## src/rtl/ex_pkg.sv

```systemverilog
// ---------------------------------------------------------------------------
// ex_pkg
// Shared EX-stage definitions used by the iterative multiplier:
//   state_t       FSM states of the multiplier sequencer
//   ALUOP_RTYPE   ALUOp encoding for R-type instructions
//   FUNCT_MUL     {funct7,funct3} of RV32M MUL
//   is_mul()      decode helper: true when ID/EX holds a MUL
// ---------------------------------------------------------------------------
package ex_pkg;

    typedef enum logic [1:0] {
        IDLE = 2'd0,
        BUSY = 2'd1,
        DONE = 2'd2
    } state_t;

    localparam logic [1:0] ALUOP_RTYPE = 2'b10;
    localparam logic [9:0] FUNCT_MUL   = 10'b0000001_000;

    function automatic logic is_mul(input logic [1:0] aluop, input logic [9:0] funct);
        return (aluop == ALUOP_RTYPE) && (funct == FUNCT_MUL);
    endfunction

endpackage

```

## src/rtl/ex_iter_mul_if.sv

```systemverilog
// ---------------------------------------------------------------------------
// ex_iter_mul_if
// Bundle between the ID/EX register / hazard logic (master) and the
// iterative multiplier in EX (slave).
//   start_i     global run enable
//   ALUOp_i     ID/EX ALUOp
//   funct_i     ID/EX {funct7,funct3}
//   data1_i     rs1 value (multiplicand)
//   data2_i     rs2 value (multiplier)
//   RDaddr_i    destination register
//   RegWrite_i  ID/EX RegWrite
//   stall_o     hold PC, IF/ID, ID/EX
//   busy_o      multiplier iterating
//   done_o      one-cycle result pulse
//   result_o    low WIDTH product bits
//   RDaddr_o    rd of the finished multiply
//   RegWrite_o  RegWrite of the finished multiply, qualified by done_o
// ---------------------------------------------------------------------------
interface ex_iter_mul_if #(
    parameter int WIDTH = 32
);
    logic             start_i;
    logic [1:0]       ALUOp_i;
    logic [9:0]       funct_i;
    logic [WIDTH-1:0] data1_i;
    logic [WIDTH-1:0] data2_i;
    logic [4:0]       RDaddr_i;
    logic             RegWrite_i;
    logic             stall_o;
    logic             busy_o;
    logic             done_o;
    logic [WIDTH-1:0] result_o;
    logic [4:0]       RDaddr_o;
    logic             RegWrite_o;

    modport master (
        output start_i, ALUOp_i, funct_i, data1_i, data2_i, RDaddr_i, RegWrite_i,
        input  stall_o, busy_o, done_o, result_o, RDaddr_o, RegWrite_o
    );

    modport slave (
        input  start_i, ALUOp_i, funct_i, data1_i, data2_i, RDaddr_i, RegWrite_i,
        output stall_o, busy_o, done_o, result_o, RDaddr_o, RegWrite_o
    );
endinterface

```

## src/rtl/ex_iter_mul_core.sv

```systemverilog
// ---------------------------------------------------------------------------
// iter_mul_core
// Radix-2 shift-add datapath: accumulator, shifting multiplicand/multiplier
// and iteration counter.
//   clk_i     clock, rising edge
//   rst_i     asynchronous active-high reset, clears all registers
//   load_i    capture operands, clear accumulator and counter
//   step_i    perform one shift-add iteration
//   mcand_i   multiplicand to load
//   mplier_i  multiplier to load
//   acc_o     accumulated product (low WIDTH bits)
//   last_o    the iteration performed this cycle is the final one
// ---------------------------------------------------------------------------
module iter_mul_core #(
    parameter int WIDTH      = 32,
    parameter int EARLY_EXIT = 0
) (
    input  logic             clk_i,
    input  logic             rst_i,
    input  logic             load_i,
    input  logic             step_i,
    input  logic [WIDTH-1:0] mcand_i,
    input  logic [WIDTH-1:0] mplier_i,
    output logic [WIDTH-1:0] acc_o,
    output logic             last_o
);
    localparam int CW = (WIDTH > 1) ? $clog2(WIDTH) : 1;
    localparam logic [CW-1:0] LAST_CNT = CW'(WIDTH - 1);

    logic [WIDTH-1:0] acc_q,    acc_d;
    logic [WIDTH-1:0] mcand_q,  mcand_d;
    logic [WIDTH-1:0] mplier_q, mplier_d;
    logic [CW-1:0]    count_q,  count_d;

    always_comb begin
        acc_d    = acc_q;
        mcand_d  = mcand_q;
        mplier_d = mplier_q;
        count_d  = count_q;
        if (load_i) begin
            acc_d    = '0;
            mcand_d  = mcand_i;
            mplier_d = mplier_i;
            count_d  = '0;
        end else if (step_i) begin
            // carry out of the top bit is dropped: only the low WIDTH bits are kept
            if (mplier_q[0]) begin
                acc_d = acc_q + mcand_q;
            end
            mcand_d  = mcand_q << 1;
            mplier_d = mplier_q >> 1;
            count_d  = count_q + CW'(1);
        end
    end

    always_ff @(posedge clk_i or posedge rst_i) begin
        if (rst_i) begin
            acc_q    <= '0;
            mcand_q  <= '0;
            mplier_q <= '0;
            count_q  <= '0;
        end else begin
            acc_q    <= acc_d;
            mcand_q  <= mcand_d;
            mplier_q <= mplier_d;
            count_q  <= count_d;
        end
    end

    // Early exit looks at the multiplier as it will be after this shift:
    // once only zero bits remain, the accumulator cannot change any more.
    always_comb begin
        last_o = (count_q == LAST_CNT);
        if (EARLY_EXIT != 0 && mplier_q[WIDTH-1:1] == '0) begin
            last_o = 1'b1;
        end
    end

    assign acc_o = acc_q;

endmodule

```

## src/rtl/ex_iter_mul.sv

```systemverilog
// ---------------------------------------------------------------------------
// ex_iter_mul
// EX-stage sequencer for RV32M MUL. Decodes the ID/EX instruction, stalls
// the front of the pipeline while an iterative shift-add multiply runs, and
// presents the low product bits with rd on a one-cycle done pulse. Other
// instructions pass through without affecting this block.
//   clk_i   clock, rising edge
//   rst_i   asynchronous active-high reset
//   bus     ex_iter_mul_if slave port (decode inputs, operands, stall/done/result)
// ---------------------------------------------------------------------------
module ex_iter_mul
    import ex_pkg::*;
#(
    parameter int WIDTH      = 32,
    parameter int EARLY_EXIT = 0
) (
    input  logic         clk_i,
    input  logic         rst_i,
    ex_iter_mul_if.slave bus
);
    state_t           state_q, state_d;
    logic             mul_req;
    logic             load, step, stall_c;
    logic [WIDTH-1:0] acc;
    logic             last;
    logic [4:0]       rd_q;
    logic             rw_q;
    logic [WIDTH-1:0] result_q;
    logic [4:0]       rd_out_q;

    assign mul_req = is_mul(bus.ALUOp_i, bus.funct_i);

    iter_mul_core #(
        .WIDTH      (WIDTH),
        .EARLY_EXIT (EARLY_EXIT)
    ) u_core (
        .clk_i    (clk_i),
        .rst_i    (rst_i),
        .load_i   (load),
        .step_i   (step),
        .mcand_i  (bus.data1_i),
        .mplier_i (bus.data2_i),
        .acc_o    (acc),
        .last_o   (last)
    );

    always_comb begin
        state_d = state_q;
        load    = 1'b0;
        step    = 1'b0;
        stall_c = 1'b0;
        case (state_q)
            IDLE: begin
                if (bus.start_i && mul_req) begin
                    stall_c = 1'b1;
                    load    = 1'b1;
                    state_d = BUSY;
                end
            end
            BUSY: begin
                // stall holds even while start_i is low so the pipeline cannot
                // slip past a half-finished multiply
                stall_c = 1'b1;
                if (bus.start_i) begin
                    step = 1'b1;
                    if (last) begin
                        state_d = DONE;
                    end
                end
            end
            DONE: begin
                // ID/EX still shows the finished MUL here, so mul_req is ignored
                if (bus.start_i) begin
                    state_d = IDLE;
                end
            end
            default: begin
                state_d = IDLE;
            end
        endcase
    end

    always_ff @(posedge clk_i or posedge rst_i) begin
        if (rst_i) begin
            state_q  <= IDLE;
            rd_q     <= '0;
            rw_q     <= 1'b0;
            result_q <= '0;
            rd_out_q <= '0;
        end else begin
            state_q <= state_d;
            if (load) begin
                rd_q <= bus.RDaddr_i;
                rw_q <= bus.RegWrite_i;
            end
            // keep a copy of the finished result so the outputs hold after the
            // core is reloaded by the next multiply
            if (state_q == DONE && bus.start_i) begin
                result_q <= acc;
                rd_out_q <= rd_q;
            end
        end
    end

    // stall is masked during reset so every output reads zero while rst_i is high
    assign bus.stall_o    = stall_c & ~rst_i;
    assign bus.busy_o     = (state_q == BUSY);
    assign bus.done_o     = (state_q == DONE);
    assign bus.result_o   = (state_q == DONE) ? acc  : result_q;
    assign bus.RDaddr_o   = (state_q == DONE) ? rd_q : rd_out_q;
    assign bus.RegWrite_o = (state_q == DONE) & rw_q;

endmodule

```

## src/flat_wrapper.sv

```systemverilog
// flat-port wrapper written by rule: the top's interface ports become plain ports
module ex_iter_mul_flat import ex_pkg::*;
#(
    parameter int WIDTH      = 32,
    parameter int EARLY_EXIT = 0
)
  (clk_i, rst_i, bus_start_i, bus_ALUOp_i, bus_funct_i, bus_data1_i, bus_data2_i, bus_RDaddr_i, bus_RegWrite_i, bus_stall_o, bus_busy_o, bus_done_o, bus_result_o, bus_RDaddr_o, bus_RegWrite_o);
  ex_iter_mul_if #(.WIDTH(WIDTH)) bus_i ();
  input  logic clk_i;
  input  logic rst_i;
  input wire logic [$bits(bus_i.start_i)-1:0] bus_start_i;
  input wire logic [$bits(bus_i.ALUOp_i)-1:0] bus_ALUOp_i;
  input wire logic [$bits(bus_i.funct_i)-1:0] bus_funct_i;
  input wire logic [$bits(bus_i.data1_i)-1:0] bus_data1_i;
  input wire logic [$bits(bus_i.data2_i)-1:0] bus_data2_i;
  input wire logic [$bits(bus_i.RDaddr_i)-1:0] bus_RDaddr_i;
  input wire logic [$bits(bus_i.RegWrite_i)-1:0] bus_RegWrite_i;
  output wire logic [$bits(bus_i.stall_o)-1:0] bus_stall_o;
  output wire logic [$bits(bus_i.busy_o)-1:0] bus_busy_o;
  output wire logic [$bits(bus_i.done_o)-1:0] bus_done_o;
  output wire logic [$bits(bus_i.result_o)-1:0] bus_result_o;
  output wire logic [$bits(bus_i.RDaddr_o)-1:0] bus_RDaddr_o;
  output wire logic [$bits(bus_i.RegWrite_o)-1:0] bus_RegWrite_o;
  assign bus_i.start_i = bus_start_i;
  assign bus_i.ALUOp_i = bus_ALUOp_i;
  assign bus_i.funct_i = bus_funct_i;
  assign bus_i.data1_i = bus_data1_i;
  assign bus_i.data2_i = bus_data2_i;
  assign bus_i.RDaddr_i = bus_RDaddr_i;
  assign bus_i.RegWrite_i = bus_RegWrite_i;
  assign bus_stall_o = bus_i.stall_o;
  assign bus_busy_o = bus_i.busy_o;
  assign bus_done_o = bus_i.done_o;
  assign bus_result_o = bus_i.result_o;
  assign bus_RDaddr_o = bus_i.RDaddr_o;
  assign bus_RegWrite_o = bus_i.RegWrite_o;
  ex_iter_mul #(.WIDTH(WIDTH), .EARLY_EXIT(EARLY_EXIT)) u_core (.clk_i(clk_i), .rst_i(rst_i), .bus(bus_i));
endmodule
```

## config.mk

```make
export PLATFORM = sky130hd
export DESIGN_NAME = ex_iter_mul_flat
export DESIGN_NICKNAME = d
export VERILOG_FILES = /design/src/rtl/ex_pkg.sv /design/src/rtl/ex_iter_mul_if.sv /design/src/rtl/ex_iter_mul_core.sv /design/src/rtl/ex_iter_mul.sv /design/src/flat_wrapper.sv
export SDC_FILE = /design/constraint.sdc
export NUM_CORES = 1
export LEC_CHECK = 0
export ABC_AREA = 1
export CAP_MARGIN = 40
export CORE_UTILIZATION = 52
export CTS_BUF_LIST = sky130_fd_sc_hd__clkbuf_2
export CTS_CLUSTER_DIAMETER = 40
export DETAILED_ROUTE_END_ITERATION = 6
export GPL_ROUTABILITY_DRIVEN = 1
export HOLD_SLACK_MARGIN = 0.15
export PLACE_DENSITY = 0.8
export RECOVER_POWER = 100
export SLEW_MARGIN = 10
export SYNTH_ARGS = -nofsm -noshare
export SYNTH_HDL_FRONTEND = slang
export SYNTH_SLANG_ARGS = --single-unit
```

## constraint.sdc

```tcl
create_clock -name clk_i -period 4.7 [get_ports clk_i]
set_clock_uncertainty 0.1 [all_clocks]
set_input_delay 0.47 -clock clk_i [delete_from_list [all_inputs] [get_ports clk_i]]
set_output_delay 0.47 -clock clk_i [all_outputs]
set_load 0.1 [all_outputs]
```

## Yosys cells after proc, flatten, opt, wreduce, memory -nomap -nowiden

Index checks and enable logic that the tools add are counted.
Widths: inputs -> output; s select.

- Bits in registers: 146
- Latch bits: 0
- Memory bits (writable): 0
- Bits in read-only memories: 0
- Output and inout bits: 41
- Logic and storage cells: 52
- Memories: 0

- Add/sub/neg operators: 2
- Multipliers: 0
- Divide/modulo/power cells: 0
- Magnitude comparators: 0
- Equal/unequal tests: 9
- Shift-type cells: 0
- Multiplexer cells: 21
- Bitwise operators: 3
- Reductions and logical operators: 8

Operator list:

| operator | count |
|---|---|
| $mux 32 | 8 |
| $add 32x32->32 | 1 |
| $mux 5 | 3 |
| $eq 10x4->1 const B | 1 |
| $mux 2 | 4 |
| $ne 2x2->1 const B | 3 |
| $pmux 2 s3 | 1 |
| $add 5x1->5 const B | 1 |
| $eq 5x5->1 const B | 1 |
| $eq 2x2->1 const B | 2 |
| $mux 1 | 4 |
| $reduce_and 4->1 | 1 |
| $reduce_bool 2->1 | 2 |
| $logic_and 1x1->1 | 3 |
| $and 1x1->1 | 2 |
| $eq 2x1->1 const B | 1 |
| $logic_not 2->1 | 1 |
| $ne 2x1->1 const B | 1 |
| $pmux 1 s2 | 1 |
| $reduce_and 2->1 | 1 |
| $not 1->1 | 1 |

## Depth between registers and ports, before layout

Gate-level depths: netlist of run 1.

- Depth in word-level cells: 7
- Depth in mapped cells: 13

## Modules after synthesis

From an unflattened synthesis of run 1, not the netlist that was laid out.

- Cells, all modules: 1,241
- Area total of the unflattened synthesis: 9,083.7 um^2

By module, submodules not included:

| module | instances | cells an instance | area each (um^2) | seq. area each (um^2) |
|---|---|---|---|---|
| iter_mul_core | 1 | 931 | 6,603.8 | 2,527.4 |
| ex_iter_mul | 1 | 310 | 2,479.9 | 1,126.1 |

## Least setup slack after synthesis of run 1

No wires, ideal clock.

- Path kind: flip-flop to output port
- From: reg u_core.state_q[1]
- To: out bus_RDaddr_o[2]
- Arrival: 4,485 ps
- Required time: 4,130 ps
- Setup slack: -355 ps
- Stages on the path, launching flop included: 7
- Cells stage by stage: dfrtp_1 inv_1 nor2_1 inv_1 buf_2 clkbuf_1 o21ai_0

- Cells in the longest elaborated chain, start to end: 2

RTL lines:

| item | RTL line | text |
|---|---|---|
| from (decl) | ex_iter_mul.sv:21 | `state_t state_q, state_d;` |
| from (signal assigned) | ex_iter_mul.sv:91 | `state_q <= state_d;` |
| $eq 2x2->1 | n/a |  |
| net bus_done_o | flat_wrapper.sv:20 | `output wire logic [$bits(bus_i.done_o)-1:0] bus_done_o;` |
| $mux 5 | ex_iter_mul.sv:110 | `assign bus.RDaddr_o = (state_q == DONE) ? rd_q : rd_out_q;` |
| to (decl) | flat_wrapper.sv:22 | `output wire logic [$bits(bus_i.RDaddr_o)-1:0] bus_RDaddr_o;` |

The timed path passes the listed nets, and every way through them passes these cells.

## Final worst setup path of run 1

- From: reg u_core.state_q[1]
- To: out bus_result_o[31]

- Cells in the longest elaborated chain, start to end: 2

RTL lines:

| item | RTL line | text |
|---|---|---|
| $eq 2x2->1 | ex_iter_mul.sv:109 | `assign bus.result_o = (state_q == DONE) ? acc : result_q;` |
| $mux 32 | ex_iter_mul.sv:109 |  |
| to (decl) | flat_wrapper.sv:21 | `output wire logic [$bits(bus_i.result_o)-1:0] bus_result_o;` |

Every way passes these cells.

==> qor.log, run 1 <==
INFO  clock_tree     cts_buf_count=17
INFO  power_and_ir_drop power.leakage=6.18nW
INFO  setup_path     timing.reg2reg.setup_slack=0.87ns
INFO  drt            wl_per_cell=13.7um
INFO  synthesis      synth.net_count=1420
INFO  die            dieWidth=133um
INFO  setup_path     cp_data_required_time=4.13ns
INFO  sta            worstMarginPinSlew=2.76ns
INFO  synthesis      syn-cell-area=8890squm
INFO  drt            via_count=8798
INFO  setup_path     critical_path.reg2reg.startpoint=u_core.state_q[1]
INFO  power_and_ir_drop power.net_switching=0.000737W
INFO  clock_tree     cts-htree-levels=4
INFO  power_and_ir_drop power.total=0.00254W
INFO  setup_path     worstSetupStartpointType=register
INFO  setup_path     cp-end-kind=output pin
INFO  clock_tree     cts_tree=yes
INFO  setup_path     crit_path_max_fanout=39
INFO  synthesis      synth.yosys.seq_area_share=0.411
INFO  power_and_ir_drop netSwitchingFraction=0.290
INFO  sta            rsz0062_at_grt=no
INFO  drt            route.detailed.vias_per_inst=5.11
INFO  clock_tree     cts_repair_resizes=0
INFO  drt            dr_wl_met2=11600um
INFO  sta            timing.final.ws_setup=0.717ns
INFO  power_and_ir_drop ir_drop=0.148mV
INFO  sta            period_needed=3.98ns
INFO  final_layout   final_core_util=0.690
INFO  setup_path     r2r-end=u_core.u_core.count_q[1]
INFO  sta            hold-worst-slack=0.213ns
INFO  synthesis      post_synth.cell_area_avg=6.83squm
INFO  drt            detail-route-antenna-nets=0
INFO  final_layout   stdcell_area=11500squm
INFO  global_routing antenna_found_initial=0
INFO  drt            drc=1
INFO  hold_path      worst_hold_startpoint=bus_data1_i[10]
INFO  power_and_ir_drop combinationalPowerShare=0.136
INFO  drt            drt_pre_antenna_iters=7
INFO  place          dpl_worst_slack=1.66ns
INFO  die            row_count=47
INFO  die            core_area=16600squm
INFO  die            dieArea=17600squm
INFO  synthesis      yosys_warnings=0
INFO  setup_path     setup.worst_path.class=reg2out
INFO  drt            drt_iter0_markers=588
INFO  global_routing grt.total_usage=0.282
INFO  drt            maxUsedRoutingLayer=met4
INFO  hold_path      hold-path-cell-count=3
INFO  clock_tree     cts_num_sinks=146
INFO  clock_tree     clock_tree.root_cell=clkbuf_2
INFO  sta            finalSetupViolations=0
INFO  synthesis      ys_top_cells_by_area=dfrtp_1 41%, nand2_1 21%, inv_1 8.2%
INFO  die            start_util=0.534
INFO  clock_tree     cts.path.max_buffers=2
INFO  final_layout   area_growth_syn_to_layout=29.2%
INFO  setup_path     r2r_cells=6
INFO  power_and_ir_drop power.internal=0.00181W
INFO  power_and_ir_drop seq_power_share=0.510
INFO  hold_path      hold_end=u_core.u_core.mcand_q[10]
INFO  setup_path     crit_arrival=3.41ns
INFO  run            maxCapViolCount=3
INFO  final_layout   ant_diodes=0
INFO  place          port_buffers=125
INFO  global_routing via_count_of_the_first_global_routing_pass=8558
INFO  power_and_ir_drop power.clock.fraction=0.354
INFO  place          detailed_place_hpwl=16700um
INFO  sta            final.period_utilization=0.847
INFO  global_routing overflow=0
INFO  clock_tree     clkSlewWorstSetupHoldPaths=0.25ns
INFO  clock_tree     clk-insertion-delay-late=0.77ns
INFO  synthesis      yosys.cell_types.count=34
INFO  die            die_height=133um
INFO  sta            slew_headroom=-0.837
INFO  die            top_level_ports=126
INFO  hold_path      hold_class=in2reg
INFO  place          finalWeightedCongestion=0.919
INFO  drt            met3_wirelength=1140um
INFO  final_layout   drive_above_1_share=0.0553
INFO  sta            finalMaxSlewViolations=134
INFO  status         violations=design-rule violations, max-capacitance violations, max-slew violations
INFO  drt            met1_length=10300um
INFO  place          dpl_cell_area=10900squm
INFO  status         outcome=complete, but fails checks
INFO  synthesis      synth_top_area_share=0.411
INFO  power_and_ir_drop power-per-cell-area=221nW/um^2
INFO  final_layout   finish.net_count=1608
INFO  global_routing pin_count_of_the_biggest_net_entering_global_routing=89
INFO  synthesis      ys_ff_latch=146
INFO  drt            finalWirelength=23600um
INFO  synthesis      synthesized_instance_count=1301
INFO  global_routing grt_first_pass_wirelength=39800um
INFO  sta            hold_violations=0
INFO  sta            timing_limited_maximum_frequency=0.251GHz
INFO  synthesis      synthDominantAreaCellType=dfrtp_1
[worst max-delay path: stages (launching register included)]
cell and delay (ns):
dfrtp_1 0.47, inv_1 0.07, nor2_1 0.06, inv_1 0.79, buf_12 0.28, nand2_1 0.08, o21ai_1 0.10, clkdlybuf4s50_1 0.56
buf_8 0.21
[layout by cell type (no fill, tap or decap), types with 2 or more instances in the layout]
master	count
and2_1	2
o22ai_1	7
o21ai_1	22
nand3_1	133
inv_8	5
clkdlybuf4s50_1	115
nor3_1	6
ha_1	33
inv_6	2
buf_8	28
o21bai_1	2
dfrtp_1	146
inv_1	197
clkbuf_2	28
a21oi_1	28
clkinv_2	2
buf_4	2
xor2_1	3
o21ai_0	112
clkinv_4	3
dlygate4sd3_1	54
bufinv_16	4
nor2_1	50
nand4_1	5
clkbuf_1	6
buf_12	2
xnor2_1	5
nand2_1	487
[repair_timing]
action,CTS,global route
endpoints found under the hold margin,84,0
setup buffers,0,0
hold buffers,44,0
[cell families (layout without fill, tap and decap cells)]
kind of cell / after synthesis / in the layout / share of synthesized area
flip-flops: 146 / 146 / 0.411
XOR/XNOR: 8 / 8 / 0.00788
buffers and inverters: 249 / 450 / 0.114
adder cells (fa/ha/maj): 34 / 34 / 0.0487
AND/OR/NAND/NOR: 689 / 689 / 0.317
AO/OA/AOI/OAI: 175 / 175 / 0.101
[synthesized netlist by cell type]
library cell,number
a21boi_0,1
a21o_1,1
a21oi_1,28
and2_1,2
buf_1,4
buf_2,18
buf_4,1
buf_6,7
clkbuf_1,20
dfrtp_1,146
fa_1,1
ha_1,33
inv_1,194
inv_2,5
nand2_1,486
nand2_2,1
nand3_1,133
nand3_2,1
nand3b_1,1
nand4_1,5
nor2_1,49
nor2_2,2
nor3_1,6
nor3_2,1
nor4_4,1
o211ai_1,1
o21a_1,1
o21ai_0,129
o21ai_1,5
o21bai_1,2
o22ai_1,7
or2_2,1
xnor2_1,5
xor2_1,3
[state kept, by name, indices dropped and copies added (netlist names)]
register	count
u_core.u_core.mplier_q	32
u_core.u_core.acc_o	32
u_core.rd_out_q	5
u_core.rd_q	5
u_core.u_core.count_q	5
u_core.result_q	32
u_core.state_q	2
u_core.rw_q	1
u_core.u_core.mcand_q	32
[how the worst max path moves through the flow]
stage,startpoint,to,slack (ns),cells after the start
after global routing,u_core.state_q[1],bus_RDaddr_o[2],0.41,8
after floorplan,u_core.state_q[1],bus_RDaddr_o[2],-0.35,6
after global placement,u_core.state_q[1],bus_result_o[30],1.40,6
after detailed placement,bus_start_i,u_core.u_core.acc_o[17],1.66,9
after CTS,u_core.state_q[1],bus_result_o[1],0.98,7
final,u_core.state_q[1],bus_result_o[31],0.72,8
[through the flow]
step / setup TNS, ns / cells
after floorplan: -7.09 / 1301
after global placement: 0 / 1602
after detailed placement: 0 / 1646
after CTS: 0 / 1722
after global routing: 0 / 1722
final: 0 / 1722
[metal layers]
| layer | global-route usage | up-vias |
|---|---|---|
| met1 | 0.350 | 4065 |
| met2 | 0.491 | 242 |
| met5 | 0 | - |
| met4 | 0.0888 | 0 |
| li1 | - | 4446 |
| met3 | 0.0575 | 45 |
[power groups by stage]
stage	logic [W]	clock network, W	registers (W)
final	0.000345	0.000900	0.00130
after global routing	0.000386	0.000967	0.00130
after CTS	0.000341	0.000912	0.00130
after detailed placement	0.000310	0	0.00132
after global placement	0.000307	0	0.00132
after floorplan	0.000184	0	0.00131
[cell type report]
| class | count | area, sq um |
|---|---|---|
| fillers | 1371 | 5160 |
| multi-input cells | 906 | 4230 |
| flip-flops and latches | 146 | 3650 |
| repair buffers | 219 | 2270 |
| inverters | 199 | 752 |
| well taps | 220 | 275 |
| clock inverters | 15 | 221 |
| clock buffers | 17 | 85.1 |
Power figures use the tool's default switching activity.
==> run 2: changes to the inputs <==
- clock period: 4.7 -> 3.4 ns (I/O delays scaled with it)
==> run 2 against run 1 <==
Net effect:
- the run ends with max-capacitance violations, max-slew violations left
- clock power is 12% higher
- hold slack lost 0.026 ns
- first-iteration DRC count down 7.1%
==> qor.log, run 2 (synthesis gave the netlist of run 1 again) <==
INFO  hold_path      hold_end=u_core.state_q[1]
INFO  final_layout   finish.net_count=1592
INFO  final_layout   drive_above_1_share=0.0714
INFO  place          dp_cells=1603
INFO  sta            rsz0062_at_grt=no
INFO  status         violations=max-capacitance violations, max-slew violations
INFO  clock_tree     cts_buf_count=17
INFO  final_layout   multiInputGateArea=4300squm
INFO  die            dieArea=17600squm
INFO  sta            hold_violations=0
INFO  global_routing grt_first_pass_wirelength=39800um
INFO  sta            finalSetupViolations=0
INFO  place          dpl_worst_slack=0.741ns
INFO  power_and_ir_drop power.internal=0.00234W
INFO  power_and_ir_drop ir_drop=0.252mV
INFO  place          finalWeightedCongestion=0.893
INFO  run            maxCapViolCount=1
INFO  setup_path     critical_path.reg2reg.startpoint=u_core.state_q[1]
INFO  final_layout   finish.cell_count_without_fillers=1705
INFO  die            core_area=16600squm
INFO  die            die_height=133um
INFO  setup_path     crit_path_max_fanout=39
INFO  clock_tree     cts-htree-levels=4
INFO  final_layout   most_used_cells_in_the_layout_excluding_fill_and_tap_cells=487 x nand2_1, 194 x inv_1, 146 x dfrtp_1, 133 x nand3_1, 92 x o21ai_0
INFO  clock_tree     cts_tree=yes
INFO  global_routing overflow=0
INFO  setup_path     critPathBufInv=4
INFO  setup_path     timing.reg2reg.setup_slack=0.39ns
INFO  drt            detail-route-antenna-nets=0
INFO  setup_path     crit_arrival=2.63ns
INFO  setup_path     worstSetupStartpointType=register
INFO  setup_path     r2r_cells=8
INFO  clock_tree     cts_setup_buffers=0
INFO  setup_path     cp_data_required_time=2.96ns
INFO  drt            drt_pre_antenna_iters=5
INFO  hold_path      hold_class=in2reg
INFO  hold_path      hold-path-cell-count=4
INFO  drt            drc=0
INFO  setup_path     r2r-end=u_core.u_core.acc_o[19]
INFO  setup_path     cp-end-kind=output pin
INFO  final_layout   layout.filler_cells=1461
INFO  sta            timing_limited_maximum_frequency=0.326GHz
INFO  clock_tree     cts.path.max_buffers=2
INFO  global_routing antenna_found_initial=1
INFO  power_and_ir_drop power.total=0.00330W
INFO  drt            route.detailed.vias_per_inst=5.11
INFO  sta            finalMaxSlewViolations=147
INFO  die            row_count=47
INFO  power_and_ir_drop netSwitchingFraction=0.292
INFO  drt            via_count=8707
INFO  status         outcome=complete, but fails checks
INFO  setup_path     crit_family=buffers and inverters
INFO  power_and_ir_drop power.clock.fraction=0.305
INFO  power_and_ir_drop power.leakage=6.04nW
INFO  sta            worstMarginPinSlew=1.96ns
INFO  hold_path      worst_hold_startpoint=bus_start_i
INFO  setup_path     crit_path_cell_trace=inv_1 -> nor2_2 -> inv_4 -> buf_12 -> nand2_1 -> o21ai_2 -> clkbuf_2
INFO  drt            finalWirelength=23200um
INFO  setup_path     setup.worst_path.class=reg2out
INFO  power_and_ir_drop combinationalPowerShare=0.152
INFO  sta            slew_headroom=-0.307
INFO  global_routing pin_count_of_the_biggest_net_entering_global_routing=147
INFO  power_and_ir_drop seq_power_share=0.543
INFO  die            dieWidth=133um
INFO  power_and_ir_drop power-per-cell-area=299nW/um^2
INFO  place          port_buffers=125
INFO  global_routing via_count_of_the_first_global_routing_pass=8379
INFO  sta            period_needed=3.07ns
INFO  drt            drt_iter0_markers=546
INFO  clock_tree     clkSlewWorstSetupHoldPaths=0.22ns
INFO  setup_path     timing.critical_path.slowest_stage_cell=dfrtp_1
INFO  clock_tree     clock_tree.root_cell=clkbuf_2
INFO  place          detailed_place_hpwl=15600um
INFO  final_layout   final_core_util=0.663
INFO  die            start_util=0.534
INFO  clock_tree     cts_num_sinks=146
INFO  final_layout   seqCellArea=3650squm
INFO  drt            wl_per_cell=13.6um
INFO  die            top_level_ports=126
INFO  final_layout   final_common_cell=nand2_1
INFO  power_and_ir_drop power.net_switching=0.000962W
INFO  sta            final.period_utilization=0.903
INFO  sta            fin_tns_setup=0ns
INFO  global_routing grt.total_usage=0.281
INFO  final_layout   area_growth_syn_to_layout=24.2%
INFO  setup_path     critical_path.max_stage_delay=0.47ns
INFO  sta            timing.final.ws_setup=0.329ns
INFO  clock_tree     clk-insertion-delay-late=0.79ns
[run 2: worst max-delay path by stage]
| stage | end | slack (ns) | from | cells after the start |
|---|---|---|---|---|
| after floorplan | bus_RDaddr_o[2] | -0.26 | u_core.state_q[1] | 6 |
| after global placement | u_core.u_core.mplier_q[0] | 0.82 | bus_funct_i[3] | 9 |
| after detailed placement | u_core.u_core.mplier_q[0] | 0.74 | bus_start_i | 7 |
| after CTS | bus_result_o[2] | 0.13 | u_core.state_q[1] | 7 |
| after global routing | bus_RDaddr_o[2] | 0.11 | u_core.state_q[1] | 7 |
| final | bus_result_o[25] | 0.33 | u_core.state_q[1] | 7 |
[run 2: cell type report]
| class | count | share of cell area |
|---|---|---|
| Inverter | 199 | 0.0682 |
| Clock inverter | 12 | 0.0122 |
| Timing Repair Buffer | 203 | 0.166 |
| Sequential cell | 146 | 0.331 |
| Clock buffer | 18 | 0.00816 |
| Multi-Input combinational cell | 906 | 0.389 |
| Antenna cell | 1 | 0.000227 |
| Tap cell | 220 | 0.0249 |
[run 2: worst min-delay path, cell delays in order]
cell	delay, ns
clkdlybuf4s50_1	0.48
inv_2	0.09
nand2_1	0.05
o21ai_0	0.07
[run 2: repair_timing]
item / 4_1_cts / 5_1_grt
hold buffers: 71 / 0
endpoints found under the hold margin: 216 / 0
setup endpoints to repair: 0 / 1
gates resized for setup: 0 / 2
[run 2: power groups by stage]
stage | registers, W | clock network [W] | logic, W
floorplan | 0.00182 | 0 | 0.000257
global placement | 0.00182 | 0 | 0.000426
detailed placement | 0.00182 | 0 | 0.000430
CTS | 0.00179 | 0.00103 | 0.000498
global route | 0.00180 | 0.00110 | 0.000564
finish | 0.00179 | 0.00101 | 0.000502
[run 2: per-stage QoR]
stage	hold slack, ns	instance area (sq um)
5_1_grt	0.193	11000
6_report	0.187	11000
4_1_cts	0.197	11200
3_5_place_dp	0.374	10200
3_3_place_gp	0.366	10200
2_1_floorplan	0.353	8970
[run 2: routing by layer]
layer | part of all wire | global-route usage
met1 | 0.44 | 0.354
met2 | 0.50 | 0.488
met3 | 0.041 | 0.0498
met4 | 0.023 | 0.0945
met5 | 0 | 0
